===== config.mk =====
export PLATFORM = sky130hd
export DESIGN_NAME = caliptra_prim_subreg_hw_sched
export DESIGN_NICKNAME = d
export VERILOG_FILES = /design/src/rtl/caliptra_prim_subreg_hw_sched.sv
export SDC_FILE = /design/constraint.sdc
export NUM_CORES = 1
export LEC_CHECK = 0
export CAP_MARGIN = 10
export CORE_ASPECT_RATIO = 0.6
export CORE_UTILIZATION = 36
export CTS_CLUSTER_DIAMETER = 60
export DETAILED_ROUTE_END_ITERATION = 12
export GPL_ROUTABILITY_DRIVEN = 0
export GPL_TIMING_DRIVEN = 0
export PLACE_DENSITY = 0.87
export SLEW_MARGIN = 10
export SYNTH_ARGS = -nofsm -noshare
export SYNTH_HDL_FRONTEND = slang
export SYNTH_SLANG_ARGS = --single-unit
export TNS_END_PERCENT = 100

===== constraint.sdc =====
create_clock -name clk_i -period 7 [get_ports clk_i]
set_input_delay 1.4 -clock clk_i [delete_from_list [all_inputs] [get_ports clk_i]]
set_output_delay 1.4 -clock clk_i [all_outputs]
set_load 0.005 [all_outputs]

===== src/rtl/caliptra_prim_subreg_hw_sched.sv =====
// Round-robin scheduler sharing one subregister's hardware update port among NumReq writers.
// Optional collision counter built when CALIPTRA_PRIM_SUBREG_HW_SCHED_COLL_CNT_EN is defined.
module caliptra_prim_subreg_hw_sched #(
    parameter int unsigned NumReq    = 4,
    parameter int unsigned DW        = 32,
    parameter int unsigned StarveThr = 8,
    localparam int unsigned IdxW     = $clog2(NumReq)
) (
    input  logic                   clk_i,
    input  logic                   rst_ni,
    input  logic                   sw_we_i,
    input  logic [NumReq-1:0]      req_i,
    input  logic [NumReq*DW-1:0]   req_data_i,
    output logic [NumReq-1:0]      gnt_o,
    output logic                   de_o,
    output logic [DW-1:0]          d_o,
    output logic                   starve_o,
    output logic [IdxW-1:0]        lock_idx_o
`ifdef CALIPTRA_PRIM_SUBREG_HW_SCHED_COLL_CNT_EN
    ,
    input  logic                   coll_clr_i,
    output logic [15:0]            coll_cnt_o
`endif
);

    localparam int unsigned SumW = IdxW + 1;

    typedef enum logic {
        IDLE   = 1'b0,
        LOCKED = 1'b1
    } mode_e;

    mode_e           mode_q, mode_d;
    logic [IdxW-1:0] rr_ptr_q, rr_ptr_d;
    logic [IdxW-1:0] lock_idx_q, lock_idx_d;
    logic [7:0]      blk_cnt_q, blk_cnt_d;
    logic            starve_q, starve_d;

    logic            win_vld;
    logic [IdxW-1:0] win_idx;
    logic            gnt_vld;
    logic [IdxW-1:0] gnt_idx;

    logic [DW-1:0]   data_arr [NumReq];

    for (genvar g = 0; g < NumReq; g++) begin : g_unpack
        assign data_arr[g] = req_data_i[g*DW +: DW];
    end

    function automatic logic [IdxW-1:0] inc_wrap(input logic [IdxW-1:0] v);
        if (v == IdxW'(NumReq - 1)) begin
            return '0;
        end
        return v + 1'b1;
    endfunction

    // First requester at or above rr_ptr, wrapping modulo NumReq.
    always_comb begin
        logic [SumW-1:0] sum;
        logic [IdxW-1:0] cand;
        win_vld = 1'b0;
        win_idx = '0;
        sum     = '0;
        cand    = '0;
        for (int i = 0; i < NumReq; i++) begin
            sum = {1'b0, rr_ptr_q} + SumW'(i);
            if (sum >= SumW'(NumReq)) begin
                sum = sum - SumW'(NumReq);
            end
            cand = sum[IdxW-1:0];
            if (!win_vld && req_i[cand]) begin
                win_vld = 1'b1;
                win_idx = cand;
            end
        end
    end

    always_comb begin
        mode_d     = mode_q;
        rr_ptr_d   = rr_ptr_q;
        lock_idx_d = lock_idx_q;
        blk_cnt_d  = blk_cnt_q;
        starve_d   = starve_q;
        gnt_vld    = 1'b0;
        gnt_idx    = win_idx;
        unique case (mode_q)
            IDLE: begin
                if (win_vld) begin
                    if (!sw_we_i) begin
                        gnt_vld  = 1'b1;
                        gnt_idx  = win_idx;
                        rr_ptr_d = inc_wrap(win_idx);
                    end else begin
                        // Software owns this cycle; park the winner until it lets go.
                        mode_d     = LOCKED;
                        lock_idx_d = win_idx;
                        blk_cnt_d  = 8'd1;
                        starve_d   = (StarveThr <= 1);
                    end
                end
            end
            LOCKED: begin
                if (!req_i[lock_idx_q]) begin
                    mode_d    = IDLE;
                    blk_cnt_d = 8'd0;
                    starve_d  = 1'b0;
                end else if (!sw_we_i) begin
                    gnt_vld   = 1'b1;
                    gnt_idx   = lock_idx_q;
                    rr_ptr_d  = inc_wrap(lock_idx_q);
                    mode_d    = IDLE;
                    blk_cnt_d = 8'd0;
                    starve_d  = 1'b0;
                end else begin
                    if (blk_cnt_q != 8'hFF) begin
                        blk_cnt_d = blk_cnt_q + 8'd1;
                    end
                    if (({1'b0, blk_cnt_q} + 9'd1) >= 9'(StarveThr)) begin
                        starve_d = 1'b1;
                    end
                end
            end
            default: mode_d = IDLE;
        endcase
    end

    always_ff @(posedge clk_i or negedge rst_ni) begin
        if (!rst_ni) begin
            mode_q     <= IDLE;
            rr_ptr_q   <= '0;
            lock_idx_q <= '0;
            blk_cnt_q  <= 8'd0;
            starve_q   <= 1'b0;
        end else begin
            mode_q     <= mode_d;
            rr_ptr_q   <= rr_ptr_d;
            lock_idx_q <= lock_idx_d;
            blk_cnt_q  <= blk_cnt_d;
            starve_q   <= starve_d;
        end
    end

    always_comb begin
        gnt_o = '0;
        if (gnt_vld) begin
            gnt_o[gnt_idx] = 1'b1;
        end
    end

    assign de_o       = gnt_vld;
    assign d_o        = gnt_vld ? data_arr[gnt_idx] : '0;
    assign starve_o   = starve_q;
    assign lock_idx_o = lock_idx_q;

`ifdef CALIPTRA_PRIM_SUBREG_HW_SCHED_COLL_CNT_EN
    logic [15:0] coll_cnt_q;

    always_ff @(posedge clk_i or negedge rst_ni) begin
        if (!rst_ni) begin
            coll_cnt_q <= 16'd0;
        end else if (coll_clr_i) begin
            coll_cnt_q <= 16'd0;
        end else if ((|req_i) && sw_we_i && (coll_cnt_q != 16'hFFFF)) begin
            coll_cnt_q <= coll_cnt_q + 16'd1;
        end
    end

    assign coll_cnt_o = coll_cnt_q;
`endif

    gnt_onehot_a: assert property (@(posedge clk_i) disable iff (!rst_ni) $onehot0(gnt_o));

endmodule

# Word level (Yosys, flattened, before mapping)
# Index checks and enable logic that the tools add are counted.
# classes
n_addsub,11
order_cmp,13
eq_ne,10
n_mux,69
bitwise_logic,2
reduce_logical,11
# op_table
operator,n
2-to-1 mux 32 bit,3
binary-select mux 32 bit (select 2 bit),1
2-to-1 mux 8 bit,5
2-to-1 mux 2 bit,18
2-to-1 mux 1 bit,29
< comparator 2 x 3 -> 1 bit (second input constant),6
one-hot mux 8 bit (2 select lines),1
>= comparator 3 bit (second input constant),4
binary-select mux 1 bit (select 2 bit),5
adder 8 x 1 -> 9 bit (second input constant),1
>= comparator 9 x 4 -> 1 bit (second input constant),1
adder 8 x 1 -> 8 bit (second input constant),1
inequality test 2 bit (second input constant),4
inequality test 4 x 3 -> 1 bit (second input constant),2
inequality test 8 bit (second input constant),1
one-hot mux 2 bit (2 select lines),2
subtractor 2 x 1 -> 2 bit (second input constant),4
adder 2 x 2 -> 3 bit (second input constant),2
one-hot mux 1 bit (2 select lines),3
AND reduction 3 bit,2
adder 2 x 1 -> 2 bit (second input constant),2
== test 2 bit (second input constant),2
logical AND 1 bit,4
2-to-1 mux 4 bit,1
10 further kinds,12
# word_totals
regBits,14
input_bits,135
wordCells,121

# Longest topological paths before layout
# logic_depth
ltp_word,23
ltp_mapped,8

# Worst setup path after synthesis
# No wires, ideal clock.
# synth_timing
kind,input port to output port
from,in sw_we_i
to,out d_o[0]
arrival_ns,3.170
path_slack_ns,2.430
cell_stages,7
cell_sequence,clkbuf_1 > or4b_4 > or2b_1 > mux2_2 > buf_2 > buf_2 > a211oi_1
# synth_via
elab_chain_len,8
word_cells_on_any_way,12
cone_classes,11 x mux; 1 x bitwise
# synth_rtl
element,line_no,rtl
"start, declared",11,"input logic sw_we_i,"
2-to-1 mux 2 bit,--,
2-to-1 mux 2 bit,103,if (!req_i[lock_idx_q]) begin
one-hot mux 2 bit (2 select lines),86,unique case (mode_q)
NOT 2 -> 3 bit (implied by the code),151,assign d_o = gnt_vld ? data_arr[gnt_idx] : '0;
binary-select mux 32 bit (select 2 bit),151,
2-to-1 mux 32 bit (implied by the code) (2 in a row),151,
2-to-1 mux 32 bit (*),151,
"end, declared",16,"output logic [DW-1:0] d_o,"
# Mark *: on every way between the ends. The rest lies on a longest branch, timed or not. The select of a mux whose other input is x is not followed.

# Worst setup path after layout
# layout_timing
from,in req_i[3]
to,out d_o[6]
# layout_via
elab_chain_len,20
word_cells_on_any_way,35
cone_classes,28 x mux; 1 x bitwise; 6 x reduce/logical
# layout_rtl
element,line_no,rtl
"start, declared",12,"input logic [NumReq-1:0] req_i,"
binary-select mux 1 bit (select 2 bit),71,if (!win_vld && req_i[cand]) begin
2-to-1 mux 1 bit (implied by the code),71,
2-to-1 mux 1 bit,71,
zero test 1 bit,71,
logical AND 1 bit,71,
2-to-1 mux 1 bit,71,
zero test 1 bit,71,
logical AND 1 bit,71,
[... 3 more ...],--,
2-to-1 mux 2 bit,71,
2-to-1 mux 2 bit,--,
2-to-1 mux 2 bit,103,
one-hot mux 2 bit (2 select lines),86,
NOT 2 -> 3 bit (implied by the code),151,
binary-select mux 32 bit (select 2 bit),151,
2-to-1 mux 32 bit (implied by the code) (2 in a row),151,
2-to-1 mux 32 bit (*),151,
# Marks and branches as above.

==> impl_metrics.ini <==
[run_status]
outcome = complete, no violations

[place]
place_hpwl_um = 7650
placed_cell_area_um2 = 4020
io_buffers = 173

[sta]
timing.fmax_mhz = 171
hold_viol = 0
worst_pin_slew_ps = 677
slew_headroom_pct = 54.9
grt_setup_unrepaired = false
period_share_pct = 83.3
whs_ps = 505
min_period_ps = 5830
finalSetupViolCount = 0
slew_violations = 0
tns_ps = 0
finClkSkew_ps = 2.38

[logic_synthesis]
syn-num-nets = 405
syn_inst = 267
ys_seq_elements = 14
synth_area_leaders = a211oi_1 (22%), mux2i_1 (18%), dfrtp_1 (16%)
synth_ff_type = dfrtp_1
synthArstFlopShare_pct = 100
syn_area_um2 = 2180
synth_edf_count = 0
ys_seq_area_share_pct = 16.0
yosysTopAreaCellShare_pct = 22.3
avgSynthCellArea_um2 = 8.18
synth_cell_type_count = 38
yosysTopAreaCell = a211oi_1
yosysWarnings = 0

[floorplanning]
die_height_um = 62.3
io_pins = 175
dieArea_um2 = 6390
rows = 21
initial_utilization_pct = 38.3
die_x_um = 103
core_um2 = 5700

[finish]
fin_nets = 583
fill_cells = 438
mostFrequentLayoutCells = clkdlybuf4s50_1 (173), a211oi_1 (65), mux2i_1 (39)
antenna_cells = 0
final_common_cell = clkdlybuf4s50_1
drive_gt1_share_pct = 5.87
area_growth_syn_to_layout_pct = 85.8
final_area_um2 = 4060

[drt]
drt-vias-per-instance = 5.41
wl_um = 9170
wl_per_cell_um = 17.5
ant_nets = 0
vias = 2829
drt_iter0_drc = 151
firstDrtPassIters = 4
post-route-drc-count = 0

[worst_setup_path]
cp_top_family = buffers and inverters
end_kind = output pin
cp_data_required_time_ps = 5600
path_cells = clkdlybuf4s50_1 -> mux2i_1 -> nor4b_1 -> or2b_1 -> mux2_2 -> buf_2 -> buf_2 -> a211oi_1 -> clkdlybuf4s50_1
slowest_delay_ps = 560
path_buf_inv = 4
worstSetupPathType = primary input to output pin
cp_slowest_cell = nor4b_1
start_kind = primary input
path_max_fanout = 10
worstPathArrival_ps = 4430

[global_route]
grt_start_max_net_pins = 15
antenna_found_initial = 0
overflow = 0
grt_pass1_wl_um = 14200
track_usage_pct = 28.8
grt_pass1_vias = 2831

[clocking]
cts_max_path_buffers = 2
clk-insertion-delay-late_ps = 250
cts_setup_buffers = 0
cts-root-buf = clkbuf_8
cts_tree = done
post_cts_resized = 0
cts_buffers = 3
cts.sinks = 14
clkTransAtPathRegs_ps = 60
htreeDepth = 1
cts_hold_buf = 0

[pwr]
vdd_ir_drop_max_mv = 0.107
p_total_w = 0.00100
power_density_nw_per_um2 = 247
p_leak_nw = 1.64

[job]
drv_cap = 0

[hold_path]
min_path_type = flop to flop
[cell families after synthesis]
| family | count (synthesis) | share of synthesized area [%] |
|---|---|---|
| xor+xnor | 2 | 0.802 |
| mux | 41 | 18.9 |
| buf+inv | 30 | 8.94 |
| flops | 14 | 16.0 |
| fa+ha+maj | 3 | 1.72 |
| simple gates | 81 | 21.8 |
| compound gates | 96 | 31.8 |
[state kept, by name, indices dropped and copies added, names as in the netlist]
| signal | cells |
|---|---|
| blk_cnt_q | 8 |
| lock_idx_o | 2 |
| rr_ptr_q | 2 |
| mode_q | 1 |
| starve_o | 1 |
[stage by stage]
stage	utilization (%)	setup slack, ps	instances
after global placement	70.4	1220	520
final	71.1	1170	523
after floorplan	-	2430	267
after CTS	71.1	1140	523
after global routing	71.1	935	523
after detailed placement	70.4	1190	520
[worst paths after layout]
check,start,endpoint,slack [ps],cells after the start
worst min register to register,blk_cnt_q[2],blk_cnt_q[2],500,1
min in group asynchronous,rst_ni,blk_cnt_q[6],1550,1
worst min-delay path,blk_cnt_q[2],blk_cnt_q[2],500,1
worst max register to register,blk_cnt_q[0],starve_o,4910,7
worst max-delay path,req_i[3],d_o[6],1170,9
max in group asynchronous,rst_ni,blk_cnt_q[4],5030,1
[cells in the mapped netlist, types with 3 or more instances]
cell	n
a211oi_1	65
inv_1	5
nor2b_1	29
nor2_1	9
nand2b_1	3
a31oi_1	5
o21ai_0	11
a21oi_1	8
nand2_1	8
nand3_1	5
and3_1	5
buf_2	8
mux2i_1	39
ha_1	3
clkbuf_1	9
and2b_1	6
nor3b_1	3
dfrtp_1	14
buf_8	3
nor3_1	4
[layout make-up]
class                      instances  area (um^2)  area share, %
sequential                        14          350           8.64
inverter                           5         18.8          0.463
timing repair buffer             173         1730           42.7
clock buffer                       3         41.3           1.02
multi-input combinational        223         1640           40.4
buffer                            25          176           4.35
tap                               80          100           2.47
[power breakdown]
group / leakage, nW / internal [W] / switching (W) / total [W]
Combinational: 1.44 / 0.000429 / 0.000385 / 0.000814
Sequential: 0.184 / 0.0000963 / 0.0000210 / 0.000117
Clock: 0.0216 / 0.0000382 / 0.0000304 / 0.0000686
[routing by layer]
| layer | routed length, um | track usage [%] | vias up | part of all wire (%) |
|---|---|---|---|---|
| met5 | 0 | 0 | - | 0 |
| met4 | 159 | 5.71 | 0 | 1.7 |
| met3 | 585 | 4.95 | 14 | 6.4 |
| met2 | 4630 | 51.6 | 118 | 50 |
| met1 | 3800 | 35.8 | 1324 | 41 |
| li1 | - | - | 1373 | - |
Note: power is estimated with default switching activity, not from simulation.
